**src/rtl/tap_tempo_estimator_pkg.sv**
```systemverilog
// Shared constants, FSM encoding and tempo/cycle conversion helper for the tap tempo block.
package tap_tempo_estimator_pkg;

  localparam int BPM_W = 10;
  localparam int DIV_W_DEF = 32;
  localparam int CLK_HZ_DEF = 50_000_000;

  typedef enum logic {
    IDLE  = 1'b0,
    ARMED = 1'b1
  } tap_state_t;

  // Clock cycles in one beat at the given tempo (truncated).
  function automatic logic [63:0] cycles_per_beat(input logic [63:0] clk_hz,
                                                  input logic [63:0] bpm);
    return (clk_hz * 64'd60) / bpm;
  endfunction

endpackage

```
**src/rtl/tap_tempo_estimator_seq_divider.sv**
```systemverilog
// Unsigned restoring divider: one quotient bit per cycle, DIV_W cycles from start to done.
module seq_divider
#(
  parameter int DIV_W = 32
)
(
  input  logic             Clock,
  input  logic             nReset,
  input  logic             start,
  input  logic [DIV_W-1:0] dividend,
  input  logic [DIV_W-1:0] divisor,
  output logic [DIV_W-1:0] quotient,
  output logic             busy,
  output logic             done
);

  localparam int CNT_W = $clog2(DIV_W + 1);

  logic [DIV_W-1:0] rem_reg, quo_reg, dvs_reg;
  logic [CNT_W-1:0] cnt_reg;
  logic [DIV_W-1:0] src_rem, src_quo, src_dvs;
  logic [DIV_W-1:0] rem_next, quo_next;
  logic [DIV_W+1:0] trial;

  // The start cycle already performs the first iteration straight from the inputs,
  // so the last bit lands DIV_W-1 cycles later.
  always_comb begin
    src_rem = start ? '0 : rem_reg;
    src_quo = start ? dividend : quo_reg;
    src_dvs = start ? divisor : dvs_reg;
    trial   = {1'b0, src_rem, src_quo[DIV_W-1]} - {2'b00, src_dvs};
    if (trial[DIV_W+1]) begin
      rem_next = {src_rem[DIV_W-2:0], src_quo[DIV_W-1]};
      quo_next = {src_quo[DIV_W-2:0], 1'b0};
    end else begin
      rem_next = trial[DIV_W-1:0];
      quo_next = {src_quo[DIV_W-2:0], 1'b1};
    end
  end

  always_ff @(posedge Clock) begin
    if (!nReset) begin
      rem_reg <= '0;
      quo_reg <= '0;
      dvs_reg <= '0;
      cnt_reg <= '0;
      busy    <= 1'b0;
      done    <= 1'b0;
    end else begin
      done <= 1'b0;
      if (start) begin
        rem_reg <= rem_next;
        quo_reg <= quo_next;
        dvs_reg <= divisor;
        cnt_reg <= CNT_W'(DIV_W - 1);
        busy    <= 1'b1;
      end else if (busy) begin
        rem_reg <= rem_next;
        quo_reg <= quo_next;
        cnt_reg <= cnt_reg - CNT_W'(1);
        if (cnt_reg == CNT_W'(1)) begin
          busy <= 1'b0;
          done <= 1'b1;
        end
      end
    end
  end

  assign quotient = quo_reg;

endmodule

```
**src/rtl/tap_tempo_estimator.sv**
```systemverilog
// Tap tempo estimator: measures cycles between accepted taps and divides CLK_HZ*60 by them to get BPM.
module tap_tempo_estimator
  import tap_tempo_estimator_pkg::*;
#(
  parameter int unsigned CLK_HZ  = CLK_HZ_DEF,
  parameter int unsigned BPM_MIN = 30,
  parameter int unsigned BPM_MAX = 300,
  parameter int unsigned DIV_W   = DIV_W_DEF
)
(
  input  logic             Clock,
  input  logic             nReset,
  input  logic             Tap,
  output logic [BPM_W-1:0] BPM,
  output logic             Valid,
  output logic             BPM_update,
  output logic             nSync
);

  localparam logic [63:0] MIN_CYC64  = cycles_per_beat(64'(CLK_HZ), 64'(BPM_MAX));
  localparam logic [63:0] MAX_CYC64  = cycles_per_beat(64'(CLK_HZ), 64'(BPM_MIN));
  localparam logic [63:0] DIVIDEND64 = 64'(CLK_HZ) * 64'd60;
  localparam logic [DIV_W-1:0] MIN_CYC  = MIN_CYC64[DIV_W-1:0];
  localparam logic [DIV_W-1:0] MAX_CYC  = MAX_CYC64[DIV_W-1:0];
  localparam logic [DIV_W-1:0] DIVIDEND = DIVIDEND64[DIV_W-1:0];

  // The divider must be idle again before the earliest possible next accepted tap.
  if (MIN_CYC64 <= 64'(DIV_W) + 64'd2 || (DIVIDEND64 >> DIV_W) != 64'd0) begin : g_param_check
    $error("tap_tempo_estimator: need MIN_CYC > DIV_W+2 and CLK_HZ*60 within DIV_W bits");
  end

  tap_state_t       state_reg;
  logic [DIV_W-1:0] cnt_reg;
  logic [DIV_W-1:0] divisor_reg;
  logic             start_reg;
  logic             tap_accept, tap_measure;
  logic [DIV_W-1:0] quotient;
  logic             div_busy, div_done;

  always_comb begin
    tap_measure = Tap && (state_reg == ARMED) && (cnt_reg >= MIN_CYC);
    tap_accept  = (Tap && (state_reg == IDLE)) || tap_measure;
  end

  always_ff @(posedge Clock) begin
    if (!nReset) begin
      state_reg   <= IDLE;
      cnt_reg     <= '0;
      divisor_reg <= '0;
      start_reg   <= 1'b0;
      nSync       <= 1'b1;
      BPM         <= '0;
      Valid       <= 1'b0;
      BPM_update  <= 1'b0;
    end else begin
      nSync      <= !tap_accept;
      start_reg  <= tap_measure && !div_busy;
      BPM_update <= div_done;
      if (tap_measure)
        divisor_reg <= cnt_reg;
      // Saturate at the timeout value so a long idle period never wraps.
      if (tap_accept)
        cnt_reg <= DIV_W'(1);
      else if (cnt_reg < MAX_CYC)
        cnt_reg <= cnt_reg + DIV_W'(1);
      case (state_reg)
        IDLE:    if (Tap) state_reg <= ARMED;
        ARMED:   if (!Tap && cnt_reg == MAX_CYC) state_reg <= IDLE;
        default: state_reg <= IDLE;
      endcase
      if (div_done) begin
        BPM   <= (|quotient[DIV_W-1:BPM_W]) ? '1 : quotient[BPM_W-1:0];
        Valid <= 1'b1;
      end
    end
  end

  seq_divider #(
    .DIV_W(DIV_W)
  ) u_div (
    .Clock    (Clock),
    .nReset   (nReset),
    .start    (start_reg),
    .dividend (DIVIDEND),
    .divisor  (divisor_reg),
    .quotient (quotient),
    .busy     (div_busy),
    .done     (div_done)
  );

endmodule
```
**config.mk**
```make
export PLATFORM = sky130hd
export DESIGN_NAME = tap_tempo_estimator
export DESIGN_NICKNAME = d
export VERILOG_FILES = /design/src/rtl/tap_tempo_estimator_pkg.sv /design/src/rtl/tap_tempo_estimator_seq_divider.sv /design/src/rtl/tap_tempo_estimator.sv
export SDC_FILE = /design/constraint.sdc
export NUM_CORES = 1
export LEC_CHECK = 0
export ABC_AREA = 1
export CAP_MARGIN = 10
export CELL_PAD_IN_SITES_DETAIL_PLACEMENT = 0
export CELL_PAD_IN_SITES_GLOBAL_PLACEMENT = 1
export CORE_UTILIZATION = 40
export DETAILED_ROUTE_END_ITERATION = 10
export GPL_TIMING_DRIVEN = 1
export PLACE_DENSITY = 0.73
export REMOVE_ABC_BUFFERS = 1
export SYNTH_ARGS = -nofsm -noshare
export SYNTH_HDL_FRONTEND = slang
export SYNTH_HIERARCHICAL = 1
export SYNTH_SLANG_ARGS = --single-unit
```
**constraint.sdc**
```tcl
create_clock -name Clock -period 6.4 [get_ports Clock]
set_input_delay 1.28 -clock Clock [delete_from_list [all_inputs] [get_ports Clock]]
set_output_delay 1.28 -clock Clock [all_outputs]
set_load 0.01 [all_outputs]
```
==> results of run 1 <==
[power groups by stage]
stage	Sequential (mW)	Clock, mW	Combinational (mW)
global placement	1.17	0	0.0524
CTS	1.14	1.08	0.0526
detailed placement	1.17	0	0.0524
global route	1.14	1.13	0.0588
finish	1.14	1.05	0.0520
floorplan	1.17	0	0.0271
[cells in the mapped netlist, types with 9 or more instances]
cell type                  count
sky130_fd_sc_hd__nand2_1     514
sky130_fd_sc_hd__nor2_1      284
sky130_fd_sc_hd__inv_1       279
sky130_fd_sc_hd__dfxtp_1     183
sky130_fd_sc_hd__nand3_1     119
sky130_fd_sc_hd__o21ai_0      72
sky130_fd_sc_hd__a21oi_1      58
sky130_fd_sc_hd__ha_1         36
sky130_fd_sc_hd__clkbuf_1     35
sky130_fd_sc_hd__mux2i_1      31
sky130_fd_sc_hd__xor2_1       26
sky130_fd_sc_hd__nand4_1      19
sky130_fd_sc_hd__a31oi_1      15
sky130_fd_sc_hd__o221ai_1     14
sky130_fd_sc_hd__a21oi_2      13
sky130_fd_sc_hd__buf_6        12
sky130_fd_sc_hd__or2_2        12
sky130_fd_sc_hd__buf_2        10
sky130_fd_sc_hd__nor3_1       10
sky130_fd_sc_hd__nand2_2       9
[cell families (layout without fill, tap and decap cells)]
kind of cell / count (synthesis) / count (layout) / synth area share
adder cells (fa/ha/maj): 37 / 37 / 0.0412
other: 2 / 32 / 0.000657
AND/OR/NAND/NOR: 999 / 999 / 0.365
XOR/XNOR: 27 / 27 / 0.0207
AO/OA/AOI/OAI: 186 / 186 / 0.0961
flip-flops: 183 / 183 / 0.321
multiplexers: 31 / 31 / 0.0271
buffers and inverters: 356 / 345 / 0.129
[routing by layer]
metal	GRT usage	vias to the layer above	wire, um
li1	-	5638	-
met1	0.310	4843	15700
met4	0.0555	0	323
met5	0	-	0
met2	0.364	175	14000
met3	0.0352	16	1180
[per-stage QoR]
stage | total power [mW] | instances | instance area [um2] | hold WS [ns]
after floorplan | 1.20 | 1782 | 11100 | 0.431
after global placement | 1.22 | 2186 | 11900 | 0.430
after detailed placement | 1.22 | 2186 | 11900 | 0.434
after CTS | 2.27 | 2218 | 12400 | 0.446
after global routing | 2.33 | 2218 | 12400 | 0.485
final | 2.24 | 2218 | 12400 | 0.441
[path summary, 6_finish.rpt]
kind | start | end | slack (ns) | depth (start not counted)
worst max-delay path | start_reg | u_div/rem_reg[17] | 2.58 | 12
worst min-delay path | Valid | Valid | 0.44 | 2
worst max register to register | start_reg | u_div/rem_reg[17] | 2.58 | 12
worst min register to register | Valid | Valid | 0.44 | 2
[worst max-delay path, cell delays in order (launching register included)]
cell and delay, ns:
sky130_fd_sc_hd__dfxtp_4 0.97, sky130_fd_sc_hd__mux2i_1 0.37, sky130_fd_sc_hd__ha_1 0.34, sky130_fd_sc_hd__a21oi_1 0.27, sky130_fd_sc_hd__nand2_1 0.11, sky130_fd_sc_hd__o21bai_2 0.23
sky130_fd_sc_hd__a21oi_4 0.50, sky130_fd_sc_hd__nand2_8 0.29, sky130_fd_sc_hd__inv_2 0.32, sky130_fd_sc_hd__nand2_1 0.08, sky130_fd_sc_hd__nand3_1 0.09, sky130_fd_sc_hd__nand2_1 0.06
sky130_fd_sc_hd__inv_1 0.05
[cells in the final DEF (no fill, tap or decap), types with 3 or more instances in the layout]
master	Yosys	layout
sky130_fd_sc_hd__a21o_1	3	3
sky130_fd_sc_hd__a21oi_1	58	58
sky130_fd_sc_hd__a21oi_2	13	13
sky130_fd_sc_hd__a31oi_1	15	15
sky130_fd_sc_hd__and2_1	3	3
sky130_fd_sc_hd__buf_4	3	12
sky130_fd_sc_hd__clkbuf_16	0	17
sky130_fd_sc_hd__clkdlybuf4s50_1	0	14
sky130_fd_sc_hd__clkinv_4	0	4
sky130_fd_sc_hd__clkinvlp_4	0	3
sky130_fd_sc_hd__conb_1	2	32
sky130_fd_sc_hd__dfxtp_1	183	182
sky130_fd_sc_hd__ha_1	36	36
sky130_fd_sc_hd__inv_1	279	278
sky130_fd_sc_hd__inv_2	6	8
sky130_fd_sc_hd__inv_8	0	4
sky130_fd_sc_hd__mux2i_1	31	31
sky130_fd_sc_hd__nand2_1	514	514
sky130_fd_sc_hd__nand2_2	9	9
sky130_fd_sc_hd__nand3_1	119	119
sky130_fd_sc_hd__nand3_2	5	5
sky130_fd_sc_hd__nand3b_1	5	5
sky130_fd_sc_hd__nand4_1	19	19
sky130_fd_sc_hd__nor2_1	284	283
sky130_fd_sc_hd__nor2_2	7	8
sky130_fd_sc_hd__nor3_1	10	10
sky130_fd_sc_hd__nor4_1	3	3
sky130_fd_sc_hd__o21ai_0	72	72
sky130_fd_sc_hd__o21bai_1	4	4
sky130_fd_sc_hd__o221ai_1	14	14
sky130_fd_sc_hd__or2_2	12	12
sky130_fd_sc_hd__xor2_1	26	26
[final cells by class]
class                           count  area share
Timing Repair Buffer               26      0.0185
Clock inverter                     14      0.0108
Inverter                          287      0.0869
Sequential cell                   183       0.295
Multi-Input combinational cell   1312       0.515
Tap cell                          378      0.0381
Clock buffer                       18      0.0353
==> reports/qor.tcl, run 1 <==
set qor(maxcap_violations) 0
set qor(power-per-cell-area_nw_per_um2) 180
set qor(die_height_um) 171
set qor(synthArstFlopShare) 0
set qor(synth_top_flop_cell) {sky130_fd_sc_hd__dfxtp_1}
set qor(worstHoldPathType) {register to register}
set qor(clk_transition_reported_paths_ns) 0.07
set qor(library_cell_with_the_largest_summed_area_after_synthesis) {sky130_fd_sc_hd__dfxtp_1}
set qor(status) {complete, no violations}
set qor(mappedNetlistArea_um2) 11400
set qor(avgViaCountPerCell) 4.81
set qor(rsz0062_at_grt) {false}
set qor(pre_cts_slack_ns) 2.58
set qor(global_route.overflow_total) 0
set qor(p_sw_frac) 0.252
set qor(slew_headroom) 0.352
set qor(first_global_vias) 9869
set qor(layout-area-overhead-vs-synth_pct) 8.75
set qor(fillers) 3090
set qor(cts_resized) 0
set qor(gpl.final_weighted_congestion) 0.924
set qor(timing.final.crit_share) 0.597
set qor(power_switching_mw) 0.564
set qor(tritoncts.num_buffers) 17
set qor(critical_path_required_ns) 6.79
set qor(grt_first_pass_wirelength_um) 51300
set qor(postCtsHoldBufs) 0
set qor(synthesis.instances) 1821
set qor(full_die_area_um2) 29300
set qor(synth-seq-area-share) 0.321
set qor(routed-via-count) 10700
set qor(routed_wire_length_per_instance_um) 14.1
set qor(drive_above_1_share) 0.0603
set qor(total_leakage_power_nw) 5.77
set qor(synth-warning-count) 6
set qor(cts_setup_buffers) 0
set qor(worst_slack_ns) 2.58
set qor(worstSetupStartpointType) {register}
set qor(multiInputGateArea_um2) 6410
set qor(drtPass1Iterations) 5
set qor(tightest_slew_ns) 0.972
set qor(port_buffers) 15
set qor(cts_tree) {done}
set qor(worstSetupPathType) {register to register}
set qor(hold_viol_final) 0
set qor(diodes) 0
set qor(layout_min_cycle_time_ns) 3.82
set qor(worst_ir_drop_vdd_mv) 0.165
set qor(timing.final.setup_violations) 0
set qor(clock-skew-final_ns) 0.0100
set qor(die_w_um) 171
set qor(grt_max_degree) 80
set qor(initial_core_utilization) 0.409
set qor(cts.path.max_buffers) 2
set qor(critical_path.max_fanout) 66
set qor(antenna_left) 0
set qor(synth_area_leaders) {sky130_fd_sc_hd__dfxtp_1 (32%), sky130_fd_sc_hd__nand2_1 (17%), sky130_fd_sc_hd__nor2_1 (9.3%)}
set qor(synth_cell_type_count) 49
set qor(first_iter_violations) 777
set qor(power.internal_mw) 1.68
set qor(register_area_um2) 3670
set qor(synth-seq-cells) 183
set qor(grt_usage) 0.225
set qor(finalNetCount) 1867
set qor(drc) 0
set qor(drv_slew) 0
set qor(dp_hpwl_um) 22800
set qor(setup_tns_ns) 0
set qor(finalCoreUtilization) 0.445
set qor(boundaryPins) 16
set qor(clock-root-buffer) {sky130_fd_sc_hd__clkbuf_16}
set qor(clock_network_latency_to_the_later_pin_of_the_worst_skew_pair_ns) 0.45
set qor(seq_power_share) 0.510
set qor(synth_area_per_cell_um2) 6.28
set qor(crit_path_end_kind) {register}
set qor(coreArea_um2) 27900
set qor(power.clock.fraction) 0.467
set qor(achievable-frequency_mhz) 262
set qor(drt-total-wl_um) 31300
set qor(tritoncts_num_sinks) 183
set qor(antenna_found_initial) 0
set qor(placement_rows) 61
set qor(synth_largest_type_area_fraction) 0.321
set qor(timing.critical_path.arrival_ns) 4.21
set qor(comb_power_share) 0.023
set qor(deepest_level_of_the_cts_h_tree) 4
set qor(number_of_flops_mapped_to_enable_cells_by_yosys) 0
No activity file was read; power rests on OpenSTA's default activity.
==> run 2: changes to the inputs <==
==> constraint.sdc (replaced) <==
create_clock -name Clock -period 3.6 [get_ports Clock]
set_input_delay 0.72 -clock Clock [delete_from_list [all_inputs] [get_ports Clock]]
set_output_delay 0.72 -clock Clock [all_outputs]
set_load 0.01 [all_outputs]
==> reports/qor.tcl, run 2 (synthesized netlist as in run 1, its figures left out) <==
set qor(status) {complete, no violations}
set qor(hold_viol_final) 0
set qor(worst_ir_drop_vdd_mv) 0.261
set qor(grt_first_pass_wirelength_um) 51300
set qor(drt-total-wl_um) 31600
set qor(routed_wire_length_per_instance_um) 14.2
set qor(layout-area-overhead-vs-synth_pct) 9.59
set qor(rsz0062_at_grt) {false}
set qor(tritoncts.num_buffers) 17
set qor(routed-via-count) 10600
set qor(clock-skew-final_ns) 0.00943
set qor(full_die_area_um2) 29300
set qor(coreArea_um2) 27900
set qor(timing.hold.ws_ns) 0.447
set qor(cts.path.max_buffers) 2
set qor(power-per-cell-area_nw_per_um2) 322
set qor(layout_min_cycle_time_ns) 3.24
set qor(final_cells) 2224
set qor(drv_slew) 0
set qor(timing.critical_path.from) {start_reg}
set qor(cts_tree) {done}
set qor(placed_cells) 2192
set qor(placement_rows) 61
set qor(worstSetupPathType) {register to register}
set qor(cts_setup_buffers) 0
set qor(total_leakage_power_nw) 5.82
set qor(antenna_left) 0
set qor(initial_core_utilization) 0.409
set qor(drc) 0
set qor(die_w_um) 171
set qor(drive_above_1_share) 0.0623
set qor(worstSetupStartpointType) {register}
set qor(slew_headroom) 0.540
set qor(timing.final.setup_violations) 0
set qor(boundaryPins) 16
set qor(timing.reg2reg.worst_path_depth) 13
set qor(clock-root-buffer) {sky130_fd_sc_hd__clkbuf_16}
set qor(total_power_mw) 4.03
set qor(maxcap_violations) 0
set qor(tightest_slew_ns) 0.671
set qor(r2r-end) {u_div/rem_reg[2]}
set qor(dp_hpwl_um) 23700
set qor(cts_resized) 0
set qor(placement.cell_area_um2) 11900
set qor(diodes) 0
set qor(crit_path_end_kind) {register}
set qor(setup_tns_ns) 0
set qor(first_iter_violations) 632
set qor(achievable-frequency_mhz) 309
set qor(drtPass1Iterations) 5
set qor(critical_path_required_ns) 3.98
set qor(deepest_level_of_the_cts_h_tree) 4
set qor(global_route.overflow_total) 0
set qor(regToRegSetupSlack_ns) 0.36
set qor(finalInstanceArea_um2) 12500
set qor(avgViaCountPerCell) 4.78
set qor(worstHoldPathType) {register to register}
set qor(timing.final.crit_share) 0.900
set qor(critical_path.max_fanout) 34
set qor(final_common_cell) {sky130_fd_sc_hd__nand2_1}
set qor(rr_startpoint) {start_reg}
set qor(clock_network_latency_to_the_later_pin_of_the_worst_skew_pair_ns) 0.44
set qor(grt_usage) 0.224
set qor(tritoncts_num_sinks) 183
set qor(final_cell_mix) {sky130_fd_sc_hd__nand2_1 (514), sky130_fd_sc_hd__nor2_1 (283), sky130_fd_sc_hd__inv_1 (278)}
set qor(grt_max_degree) 48
set qor(clk_transition_reported_paths_ns) 0.07
set qor(first_global_vias) 9836
set qor(gpl.final_weighted_congestion) 0.891
set qor(endpoint) {u_div/rem_reg[2]}
set qor(antenna_found_initial) 0
set qor(finalNetCount) 1873
set qor(die_height_um) 171
set qor(timing.critical_path.arrival_ns) 3.61
set qor(port_buffers) 15
set qor(postCtsHoldBufs) 0
run 2: power breakdown:
group | internal (mW) | switching (mW)
Combinational | 0.0239 | 0.0701
Clock | 1.05 | 0.854
Sequential | 2.03 | 0.00476
Total | 3.10 | 0.929
run 2: stage by stage:
stage	worst slack, ns	utilization
after detailed placement	0.384	0.427
final	0.362	0.448
after floorplan	-1.09	-
after global routing	0.156	0.448
after global placement	0.410	0.427
after CTS	0.370	0.448
run 2: metal layers:
metal / routed length [um] / GRT usage / up-vias
met5: 0 / 0 / -
met4: 829 / 0.0807 / 0
met3: 1220 / 0.0349 / 41
met2: 14100 / 0.366 / 168
met1: 15400 / 0.299 / 4784
li1: - / - / 5647
run 2: area by class of cell:
class	count	area, um2
fillers	3073	15400
well taps	378	473
inverters	287	1080
clock buffers	20	447
flip-flops and latches	183	3670
clock inverters	12	140
repair buffers	32	313
multi-input cells	1312	6410
run 2: critical path, cell delays in order (launching register included):
cell                       delay (ns)
sky130_fd_sc_hd__dfxtp_4         0.62
sky130_fd_sc_hd__buf_12          0.24
sky130_fd_sc_hd__mux2i_1         0.34
sky130_fd_sc_hd__ha_1            0.35
sky130_fd_sc_hd__a21oi_1         0.24
sky130_fd_sc_hd__nand2_1         0.14
sky130_fd_sc_hd__o21bai_2        0.24
sky130_fd_sc_hd__a21oi_4         0.22
sky130_fd_sc_hd__nand2_8         0.21
sky130_fd_sc_hd__inv_2           0.28
sky130_fd_sc_hd__nand2_1         0.09
sky130_fd_sc_hd__nand2_1         0.06
sky130_fd_sc_hd__nor2_1          0.05
sky130_fd_sc_hd__nor2_1          0.08
run 2: how the worst min path moves through the flow:
| stage | start | endpoint | slack [ns] | depth (start not counted) |
|---|---|---|---|---|
| after floorplan | cnt_reg[29] | cnt_reg[29] | 0.43 | 2 |
| final | Valid | Valid | 0.45 | 2 |
| after global placement | Valid | Valid | 0.43 | 2 |
| after global routing | u_div/dvs_reg[0] | u_div/dvs_reg[0] | 0.49 | 2 |
| after CTS | Valid | Valid | 0.46 | 2 |
| after detailed placement | Valid | Valid | 0.44 | 2 |
==> run 3: changes to the inputs <==
--- a/config.mk
+++ b/config.mk
@@ -14,6 +14,7 @@
 export GPL_TIMING_DRIVEN = 1
 export PLACE_DENSITY = 0.73
 export REMOVE_ABC_BUFFERS = 1
+export SLEW_MARGIN = 20
 export SYNTH_ARGS = -nofsm -noshare
 export SYNTH_HDL_FRONTEND = slang
 export SYNTH_HIERARCHICAL = 1
==> results of run 3 <==
Same layout as run 2: the final DEF is identical, and so are final timing and power.
